## config.mk

```make
export PLATFORM = sky130hd
export DESIGN_NAME = dmem_arbiter_flat
export DESIGN_NICKNAME = d
export VERILOG_FILES = /design/src/rtl/dmem_arbiter_if.sv /design/src/rtl/dmem_arbiter.sv /design/src/flat_wrapper.sv
export SDC_FILE = /design/constraint.sdc
export NUM_CORES = 1
export LEC_CHECK = 0
export BUFFER_PORTS_ARGS = -buffer_cell sky130_fd_sc_hd__buf_2
export CAP_MARGIN = 20
export CORE_AREA = 5 5 118 120
export CTS_BUF_LIST = sky130_fd_sc_hd__clkbuf_8 sky130_fd_sc_hd__clkbuf_16
export DETAILED_ROUTE_END_ITERATION = 16
export DIE_AREA = 0 0 123 125
export PLACE_DENSITY = 0.69
export RECOVER_POWER = 100
export SLEW_MARGIN = 20
export SYNTH_ARGS = -nofsm -noshare
export SYNTH_HDL_FRONTEND = slang
export SYNTH_SLANG_ARGS = --single-unit
```

## constraint.sdc

```tcl
create_clock -name clk -period 9.8 [get_ports clk]
set_input_delay 2.94 -clock clk [delete_from_list [all_inputs] [get_ports clk]]
set_output_delay 2.94 -clock clk [all_outputs]
set_load 0.01 [all_outputs]
```

## src/rtl/dmem_arbiter_if.sv

```systemverilog
// dmem_arbiter_if
//   Bundles the two requester ports (req0/rsp0 = core load/store path,
//   req1/rsp1 = loader/debug path) and the single-ported data-memory port.
//   modport slave  : the arbiter view (takes requests, drives responses and memory)
//   modport master : the environment view (requesters plus memory)
//   Ports per requester: reqN_valid/ready/we/addr/wdata/wstrb, rspN_valid/rdata/err.
//   Memory port: mem_en/we/addr/wdata/wstrb out, mem_rdata in (registered, one cycle late).
interface dmem_arbiter_if #(
  parameter int ADDR_W = 32,
  parameter int DATA_W = 32
);
  localparam int STRB_W = DATA_W / 8;

  logic              req0_valid;
  logic              req0_ready;
  logic              req0_we;
  logic [ADDR_W-1:0] req0_addr;
  logic [DATA_W-1:0] req0_wdata;
  logic [STRB_W-1:0] req0_wstrb;
  logic              rsp0_valid;
  logic [DATA_W-1:0] rsp0_rdata;
  logic              rsp0_err;

  logic              req1_valid;
  logic              req1_ready;
  logic              req1_we;
  logic [ADDR_W-1:0] req1_addr;
  logic [DATA_W-1:0] req1_wdata;
  logic [STRB_W-1:0] req1_wstrb;
  logic              rsp1_valid;
  logic [DATA_W-1:0] rsp1_rdata;
  logic              rsp1_err;

  logic              mem_en;
  logic              mem_we;
  logic [ADDR_W-1:0] mem_addr;
  logic [DATA_W-1:0] mem_wdata;
  logic [STRB_W-1:0] mem_wstrb;
  logic [DATA_W-1:0] mem_rdata;

  modport slave (
    input  req0_valid, req0_we, req0_addr, req0_wdata, req0_wstrb,
    input  req1_valid, req1_we, req1_addr, req1_wdata, req1_wstrb,
    output req0_ready, rsp0_valid, rsp0_rdata, rsp0_err,
    output req1_ready, rsp1_valid, rsp1_rdata, rsp1_err,
    output mem_en, mem_we, mem_addr, mem_wdata, mem_wstrb,
    input  mem_rdata
  );

  modport master (
    output req0_valid, req0_we, req0_addr, req0_wdata, req0_wstrb,
    output req1_valid, req1_we, req1_addr, req1_wdata, req1_wstrb,
    input  req0_ready, rsp0_valid, rsp0_rdata, rsp0_err,
    input  req1_ready, rsp1_valid, rsp1_rdata, rsp1_err,
    input  mem_en, mem_we, mem_addr, mem_wdata, mem_wstrb,
    output mem_rdata
  );
endinterface

```

## src/rtl/dmem_arbiter.sv

```systemverilog
// dmem_arbiter
//   Shares one single-ported, word-addressed data memory between two
//   requesters with round-robin arbitration. One transaction at a time:
//   accept (IDLE) -> one memory cycle (ACCESS) -> one response pulse (RESP).
//   Ports:
//     clk   : rising-edge clock
//     reset : asynchronous, active-high; returns to IDLE with prio = 0
//     bus   : dmem_arbiter_if.slave (request/response channels and memory port)
//   Addresses whose word index is >= MEM_WORDS never reach the memory and
//   are answered with err = 1 and rdata = 0, keeping the same 3-cycle timing.
module dmem_arbiter #(
  parameter int ADDR_W    = 32,
  parameter int DATA_W    = 32,
  parameter int MEM_WORDS = 256
) (
  input  logic           clk,
  input  logic           reset,
  dmem_arbiter_if.slave  bus
);
  localparam int STRB_W = DATA_W / 8;
  localparam logic [ADDR_W-3:0] WORD_LIMIT = (ADDR_W-2)'(MEM_WORDS);

  typedef enum logic [1:0] {IDLE, ACCESS, RESP} state_t;

  state_t              state;
  state_t              state_nxt;
  logic                prio;
  logic                win_p1;
  logic                oor_p1;
  logic                we_p1;
  logic [ADDR_W-1:0]   addr_p1;
  logic [DATA_W-1:0]   wdata_p1;
  logic [STRB_W-1:0]   wstrb_p1;

  logic                sel;
  logic                accept;
  logic                sel_we;
  logic [ADDR_W-1:0]   sel_addr;
  logic [DATA_W-1:0]   sel_wdata;
  logic [STRB_W-1:0]   sel_wstrb;
  logic                sel_oor;

  // Winner selection: prio breaks ties, otherwise the lone requester wins.
  always_comb begin
    sel       = (bus.req0_valid && bus.req1_valid) ? prio : bus.req1_valid;
    accept    = (state == IDLE) && !reset && (bus.req0_valid || bus.req1_valid);
    sel_we    = sel ? bus.req1_we    : bus.req0_we;
    sel_addr  = sel ? bus.req1_addr  : bus.req0_addr;
    sel_wdata = sel ? bus.req1_wdata : bus.req0_wdata;
    sel_wstrb = sel ? bus.req1_wstrb : bus.req0_wstrb;
    sel_oor   = (sel_addr[ADDR_W-1:2] >= WORD_LIMIT);
  end

  always_ff @(posedge clk or posedge reset) begin
    if (reset) begin
      state  <= IDLE;
      prio   <= 1'b0;
      win_p1 <= 1'b0;
      oor_p1 <= 1'b0;
    end else begin
      state <= state_nxt;
      if (accept) begin
        prio   <= ~sel;
        win_p1 <= sel;
        oor_p1 <= sel_oor;
      end
    end
  end

  // Stage p1: accepted request held for the ACCESS and RESP cycles.
  // Only observed through state-gated outputs, so no reset is needed.
  always_ff @(posedge clk) begin
    if (accept) begin
      we_p1    <= sel_we;
      addr_p1  <= sel_addr;
      wdata_p1 <= sel_wdata;
      wstrb_p1 <= sel_we ? sel_wstrb : '0;
    end
  end

  always_comb begin
    state_nxt      = state;
    bus.req0_ready = 1'b0;
    bus.req1_ready = 1'b0;
    bus.rsp0_valid = 1'b0;
    bus.rsp0_rdata = '0;
    bus.rsp0_err   = 1'b0;
    bus.rsp1_valid = 1'b0;
    bus.rsp1_rdata = '0;
    bus.rsp1_err   = 1'b0;
    bus.mem_en     = 1'b0;
    bus.mem_we     = 1'b0;
    bus.mem_addr   = '0;
    bus.mem_wdata  = '0;
    bus.mem_wstrb  = '0;
    case (state)
      IDLE: begin
        bus.req0_ready = accept && !sel;
        bus.req1_ready = accept && sel;
        if (accept) state_nxt = ACCESS;
      end
      ACCESS: begin
        if (!oor_p1) begin
          bus.mem_en    = 1'b1;
          bus.mem_we    = we_p1;
          bus.mem_addr  = addr_p1;
          bus.mem_wdata = wdata_p1;
          bus.mem_wstrb = wstrb_p1;
        end
        state_nxt = RESP;
      end
      // Stage p2: memory read data is valid this cycle; steer it to the winner.
      RESP: begin
        if (win_p1) begin
          bus.rsp1_valid = 1'b1;
          bus.rsp1_err   = oor_p1;
          bus.rsp1_rdata = (!we_p1 && !oor_p1) ? bus.mem_rdata : '0;
        end else begin
          bus.rsp0_valid = 1'b1;
          bus.rsp0_err   = oor_p1;
          bus.rsp0_rdata = (!we_p1 && !oor_p1) ? bus.mem_rdata : '0;
        end
        state_nxt = IDLE;
      end
      default: state_nxt = IDLE;
    endcase
  end
endmodule
```

## src/flat_wrapper.sv

```systemverilog
// flat-port wrapper written by rule: the top's interface ports become plain ports
module dmem_arbiter_flat 
#(
  parameter int ADDR_W    = 32,
  parameter int DATA_W    = 32,
  parameter int MEM_WORDS = 256
)
  (clk, reset, bus_req0_valid, bus_req0_we, bus_req0_addr, bus_req0_wdata, bus_req0_wstrb, bus_req1_valid, bus_req1_we, bus_req1_addr, bus_req1_wdata, bus_req1_wstrb, bus_req0_ready, bus_rsp0_valid, bus_rsp0_rdata, bus_rsp0_err, bus_req1_ready, bus_rsp1_valid, bus_rsp1_rdata, bus_rsp1_err, bus_mem_en, bus_mem_we, bus_mem_addr, bus_mem_wdata, bus_mem_wstrb, bus_mem_rdata);
  dmem_arbiter_if #(.ADDR_W(ADDR_W), .DATA_W(DATA_W)) bus_i ();
  input  logic clk;
  input  logic reset;
  input wire logic [$bits(bus_i.req0_valid)-1:0] bus_req0_valid;
  input wire logic [$bits(bus_i.req0_we)-1:0] bus_req0_we;
  input wire logic [$bits(bus_i.req0_addr)-1:0] bus_req0_addr;
  input wire logic [$bits(bus_i.req0_wdata)-1:0] bus_req0_wdata;
  input wire logic [$bits(bus_i.req0_wstrb)-1:0] bus_req0_wstrb;
  input wire logic [$bits(bus_i.req1_valid)-1:0] bus_req1_valid;
  input wire logic [$bits(bus_i.req1_we)-1:0] bus_req1_we;
  input wire logic [$bits(bus_i.req1_addr)-1:0] bus_req1_addr;
  input wire logic [$bits(bus_i.req1_wdata)-1:0] bus_req1_wdata;
  input wire logic [$bits(bus_i.req1_wstrb)-1:0] bus_req1_wstrb;
  output wire logic [$bits(bus_i.req0_ready)-1:0] bus_req0_ready;
  output wire logic [$bits(bus_i.rsp0_valid)-1:0] bus_rsp0_valid;
  output wire logic [$bits(bus_i.rsp0_rdata)-1:0] bus_rsp0_rdata;
  output wire logic [$bits(bus_i.rsp0_err)-1:0] bus_rsp0_err;
  output wire logic [$bits(bus_i.req1_ready)-1:0] bus_req1_ready;
  output wire logic [$bits(bus_i.rsp1_valid)-1:0] bus_rsp1_valid;
  output wire logic [$bits(bus_i.rsp1_rdata)-1:0] bus_rsp1_rdata;
  output wire logic [$bits(bus_i.rsp1_err)-1:0] bus_rsp1_err;
  output wire logic [$bits(bus_i.mem_en)-1:0] bus_mem_en;
  output wire logic [$bits(bus_i.mem_we)-1:0] bus_mem_we;
  output wire logic [$bits(bus_i.mem_addr)-1:0] bus_mem_addr;
  output wire logic [$bits(bus_i.mem_wdata)-1:0] bus_mem_wdata;
  output wire logic [$bits(bus_i.mem_wstrb)-1:0] bus_mem_wstrb;
  input wire logic [$bits(bus_i.mem_rdata)-1:0] bus_mem_rdata;
  assign bus_i.req0_valid = bus_req0_valid;
  assign bus_i.req0_we = bus_req0_we;
  assign bus_i.req0_addr = bus_req0_addr;
  assign bus_i.req0_wdata = bus_req0_wdata;
  assign bus_i.req0_wstrb = bus_req0_wstrb;
  assign bus_i.req1_valid = bus_req1_valid;
  assign bus_i.req1_we = bus_req1_we;
  assign bus_i.req1_addr = bus_req1_addr;
  assign bus_i.req1_wdata = bus_req1_wdata;
  assign bus_i.req1_wstrb = bus_req1_wstrb;
  assign bus_req0_ready = bus_i.req0_ready;
  assign bus_rsp0_valid = bus_i.rsp0_valid;
  assign bus_rsp0_rdata = bus_i.rsp0_rdata;
  assign bus_rsp0_err = bus_i.rsp0_err;
  assign bus_req1_ready = bus_i.req1_ready;
  assign bus_rsp1_valid = bus_i.rsp1_valid;
  assign bus_rsp1_rdata = bus_i.rsp1_rdata;
  assign bus_rsp1_err = bus_i.rsp1_err;
  assign bus_mem_en = bus_i.mem_en;
  assign bus_mem_we = bus_i.mem_we;
  assign bus_mem_addr = bus_i.mem_addr;
  assign bus_mem_wdata = bus_i.mem_wdata;
  assign bus_mem_wstrb = bus_i.mem_wstrb;
  assign bus_i.mem_rdata = bus_mem_rdata;
  dmem_arbiter #(.ADDR_W(ADDR_W), .DATA_W(DATA_W), .MEM_WORDS(MEM_WORDS)) u_core (.clk(clk), .reset(reset), .bus(bus_i));
endmodule
```

==> Word-level counts from Yosys, hierarchy flattened <==
Index checks and enable logic that the tools add are counted.
{ "totals": {"reg_bits": 74, "inputBits": 174, "output_inout_bits": 140, "wordCells": 57} }
{ "op_classes": {"order_cmp": 1, "n_eq_ne": 3, "muxes": 32, "bitwise": 1, "reduce_logical": 12} }
{ "ops": {"columns": ["op", "n"], "rows": [
  ["two-way mux 32 bit", 11],
  [">= comparator 30 x 9 -> 1 bit (second input constant)", 1],
  ["two-way mux 1 bit", 16],
  ["two-way mux 4 bit", 3],
  ["logical AND 1 bit", 6],
  ["logical NOT 1 bit", 4],
  ["case mux 2 bit (2 select lines)", 1],
  ["equality test 2 x 1 -> 1 bit (second input constant)", 1],
  ["equality test 2 bit (second input constant)", 1],
  ["logical NOT 2 bit", 1],
  ["two-way mux 2 bit", 1],
  ["!= test 2 x 1 -> 1 bit (second input constant)", 1],
  ["logical OR 1 bit", 1],
  ["inverter 1 bit", 1]
]} }

==> Depth between registers and ports, before layout <==
{ "depth": {"ltp_word": 5, "mapped_depth": 7, "ltp_nobuf": 5} }

==> Worst setup path after synthesis <==
Ideal clock, no wire load.
{ "synth_path": {"path_type": "input to register", "start": "input port reset", "end": "register u_core.addr_p1[0], enable pin", "arrival_ns": 9.531, "path_slack_ns": -0.397, "cell_stages": 1, "n_path_buf": 0, "path_cell_list": "nor4_1"} }
{ "synth_between": {"elab_chain_cells": 3} }
{ "synth_lines": {"columns": ["element", "line", "source"], "rows": [
  ["start, declared", "flat_wrapper.sv:11", "input logic reset;"],
  ["logical NOT 1 bit", "dmem_arbiter.sv:46", "accept = (state == IDLE) && !reset && (bus.req0_valid || bus.req1_valid);"],
  ["logical AND 1 bit (2 in a row)", "dmem_arbiter.sv:46", null],
  ["end signal, assigned", "dmem_arbiter.sv:75", "addr_p1 <= sel_addr;"],
  ["end, declared", "dmem_arbiter.sv:31", "logic [ADDR_W-1:0] addr_p1;"]
]} }
Every way passes these cells.
A chain may end at the register's enable or synchronous reset.

==> Worst setup path in the final report <==
{ "layout_path": {"start": "input port bus_req1_valid", "end": "output port bus_req1_ready"} }
{ "layout_between": {"elab_chain_cells": 4, "word_cells_on_any_way": 6} }
{ "layout_lines": {"columns": ["element", "line", "source"], "rows": [
  ["start, declared", "flat_wrapper.sv:17", "input wire logic [$bits(bus_i.req1_valid)-1:0] bus_req1_valid;"],
  ["logical AND 1 bit or logical OR 1 bit (tied branches)", "dmem_arbiter.sv:45, dmem_arbiter.sv:46", null],
  ["two-way mux 1 bit or logical AND 1 bit (tied branches)", "dmem_arbiter.sv:45, dmem_arbiter.sv:46", null],
  ["logical AND 1 bit (*)", "dmem_arbiter.sv:99", "bus.req1_ready = accept && sel;"],
  ["two-way mux 1 bit (*)", "dmem_arbiter.sv:96", "case (state)"],
  ["end, declared", "flat_wrapper.sv:26", "output wire logic [$bits(bus_i.req1_ready)-1:0] bus_req1_ready;"]
]} }
Mark *: on every way between the ends. The rest lies on a longest branch, timed or not.

==> results by stage <==
STA:
- The final number of max-transition violations is 176.
- For this run, the top clock speed supported by timing is approximately 0.14 GHz.
- The count of endpoints failing hold in the final timing report was 0.
- The worst path in the final design needs a cycle of a little over 7 ns, including I/O delays and setup.
- Of the available clock period, the critical path in the final layout requires 0.743.
- The setup TNS is 0 ns.
- The transition time at the pin with the least slew margin is 3.76 ns.
- The clock arrives with between 0.007 and 0.008 ns of skew.
- The number of endpoints failing setup at the final stage is 0.
- The worst pin sits at a relative slew slack of -1.50.
- Setup repair after global routing left no endpoint under its margin.

Routing:
- The uppermost metal layer occupied by signal nets is met4.
- The number of iterations in the first detailed-routing pass is 4.
- The via-per-instance ratio is 4.59.
- The amount of wire on met3 after detailed routing is 1.46 mm.
- The count of nets left with antenna violations after detail routing is 0.
- After the first detailed-routing iteration, the DRC count stood at about 180.
- The average wire length per cell after detail routing is between 15 and 20 um.
- The met1 layer wirelength in the final routing is 5.53 mm.
- Summed over all layers, the routed wires come to around 15 mm.
- Summed over all nets, wire length on met2 after detailed routing comes to 7.65 mm.
- After detailed routing, the number of remaining DRC violations is 0.
- The vias after detailed routing is around 4,400.

Setup path:
- The arrival time of the worst setup path is ~4.3 ns.
- The kind of launch point of the worst setup path is a primary input.
- Of all nets on the critical path, the largest fanout is 7.
- The critical path capture point type is a primary output.
- Data on the critical path is required at its endpoint by 6.86 ns.
- The critical path is of the in2out type.

Synthesis:
- Of all cell types, the one taking the most synthesized area is sky130_fd_sc_hd__edfxtp_1.
- The number of warning messages in the yosys log is 0.
- Of the synthesized area, sequential elements account for 0.519.
- The most common cell in the synthesized netlist is sky130_fd_sc_hd__nand2_1.
- Counting instances in the post-synthesis netlist gives the leading cell types as sky130_fd_sc_hd__nand2_1, sky130_fd_sc_hd__and2_1, sky130_fd_sc_hd__edfxtp_1.
- Averaged over all synthesized cells, the footprint is 8.64 um^2.
- The number of enable flip-flop cells after synthesis is 69.
- The most frequently used flop master after synthesis is sky130_fd_sc_hd__edfxtp_1.
- The synthesized design contains 74 register bits.
- By area the synthesized netlist is led by sky130_fd_sc_hd__edfxtp_1, sky130_fd_sc_hd__nand2_1, sky130_fd_sc_hd__and2_1.
- Counting every net in the synthesized netlist gives 664.
- The gate count after technology mapping is 490.
- Counting distinct cell types in the post-synthesis netlist gives 27.
- The cell area that synthesis handed to floorplanning was 4230 um^2.
- Of the post-synthesis cell area, the dominant cell type holds 0.489.
- For this run, asynchronously set or reset flops after synthesis account for 0.0676.

Clocking:
- The number of clock sinks is between 70 and 80.
- The post-CTS setup-driven buffer insertion count is 0.
- The CTS tree is yes.
- The number of gates resized after cts is 0.
- The tree is rooted in a sky130_fd_sc_hd__clkbuf_16.
- The total CTS buffers is 9.
- The clock latency reported for the late side of the worst-skew pair is between 0.3 and 0.4 ns.
- The longest clock path from root to sink contains 2 buffers.
- The clock-pin slew reported for the worst setup and hold paths after clock tree synthesis is 0.05 ns.
- The H-tree was split into 3 levels.
- The hold-fix buffer count after cts is 0.

Die:
- The standard cell core area is 12,900 um^2.
- The overall die height is 125 um.
- The die covers 15,400 um^2.
- The site row count is 42.
- The overall die width is 123 um.
- The number of I/O pins is 314.
- The starting density of the core is 0.329.

Run status:
- The checks that failed: max-capacitance violations, max-slew violations.
- The run finished, with violations left.

Place:
- The placed wire-length estimate after detailed placement is roughly 12 mm.
- The number of placed cells counting well taps is 952.
- The number of buffer cells added on primary ports is approximately 310.
- The last weighted congestion value of the routability-driven placer is a little under 0.9.

Global routing:
- The global routing usage summed across all routing layers is 0.183.
- The global-route wire length before repair is 21.6 mm.
- For this run the aggregate overflow at the end of global routing stands at 0.
- The number of antenna violations at the first check in global routing came to 0.
- The via count of the first global-routing pass is 4,122.
- Entering global routing, the biggest net connects 73 pins.

Final layout:
- The synthesis-to-layout area growth is 44.3%.
- The count of antenna diodes in the layout is 0.
- The share of post-route cells with drive strength above 1 is 0.313.
- The non-filler instance count after layout is 968.
- The net count of the finished layout is between 900 and 1,000.

Run:
- The count of maximum capacitance violations is 3.

Worst hold path:
- The class of the worst hold path is reg2reg.

Pwr:
- The power per cell area is 138 nW/um^2.
- Summed over all cells, the static leakage comes to 0.00318 uW.
- IR analysis of the VDD net gives a maximum drop of 0.0644 mV.
-- cell type report --
type	count	area, um^2
fillers	1351	6760
well taps	176	220
multi-input cells	378	1900
clock buffers	10	239
repair buffers	320	1490
clock inverters	6	51.3
flip-flops and latches	74	2200
inverters	4	15.0
-- final timing paths --
path | startpoint | to | slack (ns) | cells after the start
setup reg to reg | u_core.prio | u_core.wstrb_p1[3] | 5.69 | 5
min in group asynchronous | reset | u_core.oor_p1 | 2.56 | 2
hold reg to reg | u_core.prio | u_core.prio | 0.56 | 2
hold / removal | u_core.prio | u_core.prio | 0.56 | 2
max in group asynchronous | reset | u_core.win_p1 | 7.07 | 2
setup / recovery | bus_req1_valid | bus_req1_ready | 2.52 | 6
-- report_power, final --
part	switching, uW	internal (uW)
combinational	78.7	50.9
sequential	7.74	387
clock	119	200
-- registers in the layout, indices dropped and copies added (netlist names) --
name and cells:
u_core.wstrb_p1 4, u_core.addr_p1 32, u_core.oor_p1 1, u_core.prio 1
u_core.we_p1 1, u_core.wdata_p1 32, u_core.state 2, u_core.win_p1 1
-- routing by layer --
layer,global-route usage,vias up
met4,0.0678,0
met1,0.200,2004
met2,0.330,199
met5,0,-
li1,-,2216
met3,0.0519,22
-- worst max-delay path, cell delays in order --
cell,delay [ns]
sky130_fd_sc_hd__buf_2,0.13
sky130_fd_sc_hd__nor2_1,0.10
sky130_fd_sc_hd__nor4_1,0.75
sky130_fd_sc_hd__nand2_1,0.14
sky130_fd_sc_hd__inv_1,0.11
sky130_fd_sc_hd__clkbuf_1,0.17
-- metrics by stage --
step           hold WS [ns]  instance area (um^2)   util  worst slack [ns]  power, uW
2_1_floorplan         0.467                  4240      -              2.55        468
3_3_place_gp          0.577                  5980  0.464              2.60        528
3_5_place_dp          0.577                  5980  0.464              2.59        532
4_1_cts               0.585                  6270  0.487              2.59        856
5_1_grt               0.600                  6110  0.475              2.31        890
6_report              0.562                  6110  0.475              2.52        844
-- kinds of logic (layout without fill, tap and decap cells) --
logic type	after synthesis	in the layout	share of synthesized area
multiplexers	1	1	0.00236
buffers and inverters	38	340	0.0349
AND/OR/NAND/NOR	367	367	0.422
AO/OA/AOI/OAI	10	10	0.0216
flip-flops	74	74	0.519
-- layout by cell type, fill, tap and decap left out, drive strengths merged, types with 3 or more instances in the layout --
cell type  Yosys  final
and2          73     73
a21oi          5      5
dfrtp          5      5
edfxtp        69     69
inv            4      7
clkbuf        30    103
or4            3      3
nand2        202    202
buf            4    227
nor4           6      6
nor2           8      8
nand3          3      3
and3          64     64
(Power assumes the default switching activity.)
